===== src/rtl/nes6502_core.sv =====
// Subset 6502 core (2A03 flavour, binary only): multi-cycle fetch/execute over a
// combinational read-only bus, with architectural state exposed for debug.
module nes6502_core #(
  parameter logic [15:0] RESET_PC = 16'h0000
) (
  input  logic        clk_ph1,
  input  logic        rst,
  input  logic [7:0]  Data_bus,
  output logic [15:0] Addr_bus,
  output logic [7:0]  IR_dbg,
  output logic [7:0]  AC_dbg,
  output logic [7:0]  X_dbg,
  output logic [7:0]  Y_dbg,
  output logic [7:0]  P_dbg,
  output logic [15:0] PC_dbg,
  output logic [2:0]  cycle_dbg
);

  typedef enum logic [2:0] {C0, C1, C2, C3, C4, C5} cyc_t;
  typedef enum logic [3:0] {AM_IMP, AM_IMM, AM_ZP, AM_ZPX, AM_ABS, AM_ABX, AM_ABY,
                            AM_INX, AM_INY} amode_t;
  typedef enum logic [4:0] {OP_NOP, OP_ADC, OP_SBC, OP_CMP, OP_CPX, OP_CPY, OP_LDA,
                            OP_LDX, OP_LDY, OP_SEC, OP_CLC, OP_INX, OP_INY, OP_DEX,
                            OP_DEY, OP_TAX, OP_TXA, OP_TAY, OP_TYA} op_t;

  cyc_t        cyc, cyc_nx;
  amode_t      am;
  op_t         op;
  logic        last;
  logic [15:0] pc;
  logic [7:0]  ir, a, x, y, eal, eah, ptr, idx;
  logic        fn, fv, fz, fc;
  logic [8:0]  idx_sum, sum, diff;
  logic [7:0]  m_op, cmp_reg, res;
  logic [7:0]  a_nx, x_nx, y_nx;
  logic        fn_nx, fv_nx, fz_nx, fc_nx, set_nz;

  // ALU group aaa_bbb_01 covers every ADC/SBC/CMP addressing mode.
  always_comb begin
    am = AM_IMP;
    op = OP_NOP;
    if (ir[1:0] == 2'b01 && (ir[7:5] == 3'b011 || ir[7:5] == 3'b110 || ir[7:5] == 3'b111)) begin
      case (ir[7:5])
        3'b011:  op = OP_ADC;
        3'b111:  op = OP_SBC;
        default: op = OP_CMP;
      endcase
      case (ir[4:2])
        3'd0:    am = AM_INX;
        3'd1:    am = AM_ZP;
        3'd2:    am = AM_IMM;
        3'd3:    am = AM_ABS;
        3'd4:    am = AM_INY;
        3'd5:    am = AM_ZPX;
        3'd6:    am = AM_ABY;
        default: am = AM_ABX;
      endcase
    end else begin
      case (ir)
        8'hE0: begin op = OP_CPX; am = AM_IMM; end
        8'hE4: begin op = OP_CPX; am = AM_ZP;  end
        8'hEC: begin op = OP_CPX; am = AM_ABS; end
        8'hC0: begin op = OP_CPY; am = AM_IMM; end
        8'hC4: begin op = OP_CPY; am = AM_ZP;  end
        8'hCC: begin op = OP_CPY; am = AM_ABS; end
        8'hA9: begin op = OP_LDA; am = AM_IMM; end
        8'hA2: begin op = OP_LDX; am = AM_IMM; end
        8'hA0: begin op = OP_LDY; am = AM_IMM; end
        8'h38: op = OP_SEC;
        8'h18: op = OP_CLC;
        8'hE8: op = OP_INX;
        8'hC8: op = OP_INY;
        8'hCA: op = OP_DEX;
        8'h88: op = OP_DEY;
        8'hAA: op = OP_TAX;
        8'h8A: op = OP_TXA;
        8'hA8: op = OP_TAY;
        8'h98: op = OP_TYA;
        default: ;
      endcase
    end
  end

  assign idx     = (am == AM_ABX) ? x : y;
  assign idx_sum = {1'b0, eal} + {1'b0, idx};

  always_ff @(posedge clk_ph1) begin
    if (rst) cyc <= C0;
    else     cyc <= cyc_nx;
  end

  // Indexed modes finish one cycle early when the low-byte add does not carry.
  always_comb begin
    case (am)
      AM_ZP:          last = (cyc == C2);
      AM_ZPX, AM_ABS: last = (cyc == C3);
      AM_ABX, AM_ABY: last = (cyc == C4) || (cyc == C3 && !idx_sum[8]);
      AM_INX:         last = (cyc == C5);
      AM_INY:         last = (cyc == C5) || (cyc == C4 && !idx_sum[8]);
      default:        last = (cyc == C1);
    endcase
    cyc_nx = last ? C0 : cyc_t'(cyc + 3'd1);
  end

  always_comb begin
    Addr_bus = pc;
    case (cyc)
      C2: begin
        if (am == AM_ZP || am == AM_ZPX)       Addr_bus = {8'h00, eal};
        else if (am == AM_INX || am == AM_INY) Addr_bus = {8'h00, ptr};
      end
      C3: begin
        case (am)
          AM_ABS:         Addr_bus = {eah, eal};
          AM_ABX, AM_ABY: Addr_bus = {eah, idx_sum[7:0]};
          AM_ZPX:         Addr_bus = {8'h00, eal + x};
          AM_INX:         Addr_bus = {8'h00, ptr + x};
          AM_INY:         Addr_bus = {8'h00, ptr + 8'd1};
          default: ;
        endcase
      end
      C4: begin
        case (am)
          AM_ABX, AM_ABY: Addr_bus = {eah + 8'd1, idx_sum[7:0]};
          AM_INX:         Addr_bus = {8'h00, ptr + x + 8'd1};
          AM_INY:         Addr_bus = {eah, idx_sum[7:0]};
          default: ;
        endcase
      end
      C5: begin
        if (am == AM_INX)      Addr_bus = {eah, eal};
        else if (am == AM_INY) Addr_bus = {eah + 8'd1, idx_sum[7:0]};
      end
      default: ;
    endcase
  end

  // SBC reuses the ADC adder on the inverted operand.
  assign m_op    = (op == OP_SBC) ? ~Data_bus : Data_bus;
  assign sum     = {1'b0, a} + {1'b0, m_op} + {8'h00, fc};
  assign cmp_reg = (op == OP_CPX) ? x : (op == OP_CPY) ? y : a;
  assign diff    = {1'b0, cmp_reg} - {1'b0, Data_bus};

  always_comb begin
    a_nx = a; x_nx = x; y_nx = y;
    fn_nx = fn; fv_nx = fv; fz_nx = fz; fc_nx = fc;
    res = 8'h00;
    set_nz = 1'b0;
    case (op)
      OP_ADC, OP_SBC: begin
        a_nx = sum[7:0]; fc_nx = sum[8];
        fv_nx = ((a ^ sum[7:0]) & (m_op ^ sum[7:0]) & 8'h80) != 8'h00;
        res = sum[7:0]; set_nz = 1'b1;
      end
      OP_CMP, OP_CPX, OP_CPY: begin fc_nx = ~diff[8]; res = diff[7:0]; set_nz = 1'b1; end
      OP_LDA: begin a_nx = Data_bus; res = Data_bus; set_nz = 1'b1; end
      OP_LDX: begin x_nx = Data_bus; res = Data_bus; set_nz = 1'b1; end
      OP_LDY: begin y_nx = Data_bus; res = Data_bus; set_nz = 1'b1; end
      OP_SEC: fc_nx = 1'b1;
      OP_CLC: fc_nx = 1'b0;
      OP_INX: begin x_nx = x + 8'd1; res = x_nx; set_nz = 1'b1; end
      OP_INY: begin y_nx = y + 8'd1; res = y_nx; set_nz = 1'b1; end
      OP_DEX: begin x_nx = x - 8'd1; res = x_nx; set_nz = 1'b1; end
      OP_DEY: begin y_nx = y - 8'd1; res = y_nx; set_nz = 1'b1; end
      OP_TAX: begin x_nx = a; res = a; set_nz = 1'b1; end
      OP_TXA: begin a_nx = x; res = x; set_nz = 1'b1; end
      OP_TAY: begin y_nx = a; res = a; set_nz = 1'b1; end
      OP_TYA: begin a_nx = y; res = y; set_nz = 1'b1; end
      default: ;
    endcase
    if (set_nz) begin
      fn_nx = res[7];
      fz_nx = (res == 8'h00);
    end
  end

  always_ff @(posedge clk_ph1) begin
    if (rst) begin
      pc <= RESET_PC;
      ir <= '0; a <= '0; x <= '0; y <= '0;
      eal <= '0; eah <= '0; ptr <= '0;
      fn <= 1'b0; fv <= 1'b0; fz <= 1'b0; fc <= 1'b0;
    end else begin
      case (cyc)
        C0: begin ir <= Data_bus; pc <= pc + 16'd1; end
        C1: if (am != AM_IMP) begin pc <= pc + 16'd1; eal <= Data_bus; ptr <= Data_bus; end
        C2: begin
          if (am == AM_ABS || am == AM_ABX || am == AM_ABY) begin
            eah <= Data_bus; pc <= pc + 16'd1;
          end else if (am == AM_INY) eal <= Data_bus;
        end
        C3: begin
          if (am == AM_INX)      eal <= Data_bus;
          else if (am == AM_INY) eah <= Data_bus;
        end
        C4: if (am == AM_INX) eah <= Data_bus;
        default: ;
      endcase
      if (last) begin
        a <= a_nx; x <= x_nx; y <= y_nx;
        fn <= fn_nx; fv <= fv_nx; fz <= fz_nx; fc <= fc_nx;
      end
    end
  end

  assign IR_dbg    = ir;
  assign AC_dbg    = a;
  assign X_dbg     = x;
  assign Y_dbg     = y;
  assign P_dbg     = {fn, fv, 1'b1, 3'b000, fz, fc};
  assign PC_dbg    = pc;
  assign cycle_dbg = cyc;

endmodule


===== config.mk =====
export PLATFORM = sky130hd
export DESIGN_NAME = nes6502_core
export DESIGN_NICKNAME = d
export VERILOG_FILES = /design/src/rtl/nes6502_core.sv
export SDC_FILE = /design/constraint.sdc
export NUM_CORES = 1
export LEC_CHECK = 0
export BUFFER_PORTS_ARGS = -buffer_cell sky130_fd_sc_hd__buf_2
export CORE_MARGIN = 2
export CORE_UTILIZATION = 38
export DETAILED_ROUTE_END_ITERATION = 8
export GPL_TIMING_DRIVEN = 0
export MAX_ROUTING_LAYER = met4
export PLACE_DENSITY = 0.63
export SETUP_SLACK_MARGIN = 0.1
export SLEW_MARGIN = 20
export SYNTH_ARGS = -nofsm -noshare
export SYNTH_HDL_FRONTEND = slang
export SYNTH_SLANG_ARGS = --single-unit

===== constraint.sdc =====
create_clock -name clk_ph1 -period 3.5 [get_ports clk_ph1]
set_input_delay 0.175 -clock clk_ph1 [delete_from_list [all_inputs] [get_ports clk_ph1]]
set_output_delay 0.175 -clock clk_ph1 [all_outputs]
set_load 0.02 [all_outputs]

==> impl_metrics.ini <==
[status]
outcome = finished with violations
failed_checks = negative setup slack

[critical_path]
cpMaxStageDelayCell = or4_1
startpoint_type = flop
cp_cell_sequence = ha_1 > fa_1 > a211oi_2 > nor4b_1 > or4_1 > nand4_1 > xnor2_1 > a2111oi_4 > o311ai_2 > o22a_2 > buf_6
worstPathRequired_ps = 3320
path_class = reg -> out
arrival_ps = 4040
cp_num_buf_inv = 1
cpPeakStageDelay_ps = 600
critPathMaxFanout = 12
crit_family = compound AO/OA/AOI/OAI gates
end_kind = output pin

[logic_synthesis]
synthCells = 1190
syn_area_mm2 = 0.00867
seq_area_frac_synth = 0.182
ys_types = 84
async_flop_share = 0
synth-main-ff-cell = dfxtp_1
synth_edf_count = 0
synth_seq_cells = 79
yosys_warnings = 0
syn_avg_cell_area_um2 = 7.28

[cells_and_area]
fin_nets = 1417
stdcell_count = 1639
drive_gt1_frac = 0.271
syn2layout_area_growth_pct = 31.8

[drt]
vias = 10374
drtAntennaViolNets = 0
drt-pass1-iter-count = 8
drc = 0
routed_via_density = 6.33
totalWireLength_um = 37800
wl_per_cell_um = 23.0
drt-initial-drc-count = 1196

[clock_tree]
ctsLongestPathBuffers = 2
clock-sinks = 79
h-tree-depth = 3
clkSlewWorstSetupHoldPaths_ps = 70
hold_buffers = 0
clock_latency_ps = 370
cts_buffers = 9
cts_tree = yes
root_buffer = clkbuf_16

[global_route]
grt_pass1_wl_um = 57400
grt_max_degree = 17
grt_use_total = 0.316
grt_overflow_total = 0
grt_antenna_before_repair = 1
grt_pass1_vias = 9797

[place]
post-place-cells = 1549
post-place-ws_ps = -1040
hpwl_um = 26800
io_buffers = 72
gp_congestion = 1.04

[power_and_ir_drop]
p_int_uw = 2010
p_leak_uw = 0.00461
totalPowerFinal_uw = 3350
comb_power_share = 0.372
power_frac_seq = 0.316
p_clk_frac = 0.312
switchingPower_uw = 1340
sw_frac_of_total = 0.400
irDropWorstVdd_uv = 264
power.density_mw_per_mm2 = 293

[timing]
setup_viol = 35
maxSlewViolCount = 0
worstMarginPinSlew_ps = 1240
fin_crit_ps = 4220
hold_violations = 0
max_freq_mhz = 237
rsz0062_at_grt = yes
relSlewSlack = 0.165
post-route-period-util = 1.21
finalClockSkew_ps = 15.6
worst_slack_ps = -719

[floorplanning]
core-area_mm2 = 0.0225
row_count = 55
ios = 85
fp.dieArea_mm2 = 0.0240
initial_utilization = 0.385
die_y_um = 155
die_w_um = 155

[hold_path]
hp-class = in -> reg

[job]
drv_cap = 0
==> synth_stat cells, types with 4 or more instances <==
master / n / area, um^2
a311oi_1: 13 / 114
o221ai_1: 5 / 43.8
nor4_1: 4 / 25.0
clkbuf_1: 56 / 210
or2_2: 6 / 37.5
xnor2_1: 48 / 420
a22oi_1: 11 / 82.6
nor3_1: 26 / 130
inv_1: 35 / 131
a31oi_1: 10 / 62.6
nand2b_1: 9 / 56.3
a21o_1: 13 / 97.6
o21ai_0: 78 / 390
dfxtp_1: 79 / 1580
a32oi_1: 4 / 35.0
nor2b_1: 7 / 43.8
nor3b_1: 10 / 75.1
buf_4: 8 / 60.1
nand2_1: 115 / 432
and3_1: 16 / 100
a21oi_1: 91 / 455
a221oi_1: 15 / 131
a22o_1: 14 / 123
o21bai_1: 5 / 37.5
mux2i_1: 34 / 340
nand4_1: 8 / 50.1
nand3_1: 21 / 105
nor2_1: 167 / 627
a211oi_1: 25 / 188
ha_1: 53 / 663
or3_1: 9 / 56.3
buf_1: 6 / 22.5
xor2_1: 26 / 228
buf_2: 17 / 85.1
a222oi_1: 23 / 230
mux2_2: 6 / 67.6
fa_1: 6 / 120
o22ai_1: 6 / 37.5
nand3b_1: 8 / 60.1
o211ai_1: 6 / 45.0
nand4bb_1: 4 / 45.0
and2_1: 8 / 50.1
a221o_1: 11 / 110
==> registers in the layout, summed over array words and instances (netlist names), 3 cells and up <==
name / flops
X_dbg: 8
eal: 8
AC_dbg: 8
ptr: 8
PC_dbg: 16
cycle_dbg: 3
eah: 8
IR_dbg: 8
Y_dbg: 8
==> what timing repair did <==
action / 4_1_cts / 5_1_grt
pin swaps: 44 / 74
cloned: 3 / 0
setup endpoints to repair: 46 / 67
setup buffers: 44 / 29
resized for setup: 114 / 124
==> cell usage in the layout, fill, tap and decap left out, types with 11 or more instances in the layout <==
master,synthesis,final
a21o_1,13,13
buf_6,2,25
a221oi_1,15,13
nand3_1,21,18
nor2_1,167,150
buf_4,8,66
dfxtp_1,79,71
xnor2_1,48,40
nor3_1,26,23
a21oi_1,91,75
a21oi_2,0,12
buf_2,17,76
a221o_1,11,11
a211oi_2,0,17
inv_1,35,34
a22o_1,14,14
clkbuf_1,56,46
ha_1,53,45
and3_1,16,14
a222oi_1,23,23
o21ai_0,78,63
nand2_1,115,108
xor2_1,26,24
mux2i_1,34,32
==> logic make-up after synthesis <==
family          count (synthesis)  share of synthesized area
simple gates                  442                      0.249
fa+ha+maj                      59                     0.0904
buf+inv                       124                     0.0614
compound gates                370                      0.294
mux                            40                     0.0471
flops                          79                      0.182
xor+xnor                       74                     0.0748
other cells                     2                   0.000866
==> path summary, 6_finish.rpt <==
path                           from                   to  depth (start not counted)  slack, ps
max reg2reg  IR_dbg[1]$_SDFFE_PP0N_      fn$_SDFFE_PP0P_                         15       -240
min                     Data_bus[5]  eah[5]$_SDFFE_PP0P_                          3        480
min reg2reg         fz$_SDFFE_PP0P_      fz$_SDFFE_PP0P_                          2        510
max           X_dbg[0]$_SDFFE_PP0P_          Addr_bus[7]                         11       -720
==> metal layers <==
layer	routed length, um	vias to the layer above	track usage	share of wire
met4	2020	0	0.149	0.054
met5	0	-	-	0
li1	-	4725	-	-
met2	17200	585	0.501	0.46
met3	3180	157	0.0546	0.084
met1	15300	4907	0.392	0.41
==> tightest hold or removal path: cells and delay by family <==
family | cells | cell delay (ps)
buffers and inverters | 1 | 320
multiplexers | 1 | 240
AND/OR/NAND/NOR | 1 | 50
==> through the flow <==
stage	hold WS (ps)	utilization	setup TNS [ps]	area [um^2]
after detailed placement	487	0.425	-16910	9560
after global placement	476	0.425	-16730	9560
final	475	0.508	-5660	11400
after floorplan	454	-	-599	8840
after global routing	479	0.508	-10140	11400
after CTS	443	0.473	-2530	10600
==> area by class of cell <==
type,instances,area [um^2]
antenna,1,2.50
fill,2179,11100
buffer,88,499
clock inverter,7,92.6
sequential,79,1600
timing repair buffer,146,1040
clock buffer,9,225
inverter,35,131
tap,285,357
multi-input combinational,989,7470
==> power groups by stage <==
stage / Sequential (uW) / Combinational, uW / Clock (uW)
final: 1060 / 1240 / 1040
after floorplan: 1080 / 680 / 0
after global routing: 1070 / 1330 / 1080
after CTS: 1050 / 1110 / 1050
after detailed placement: 1070 / 998 / 0
after global placement: 1070 / 995 / 0
Power figures use the tool's default switching activity.
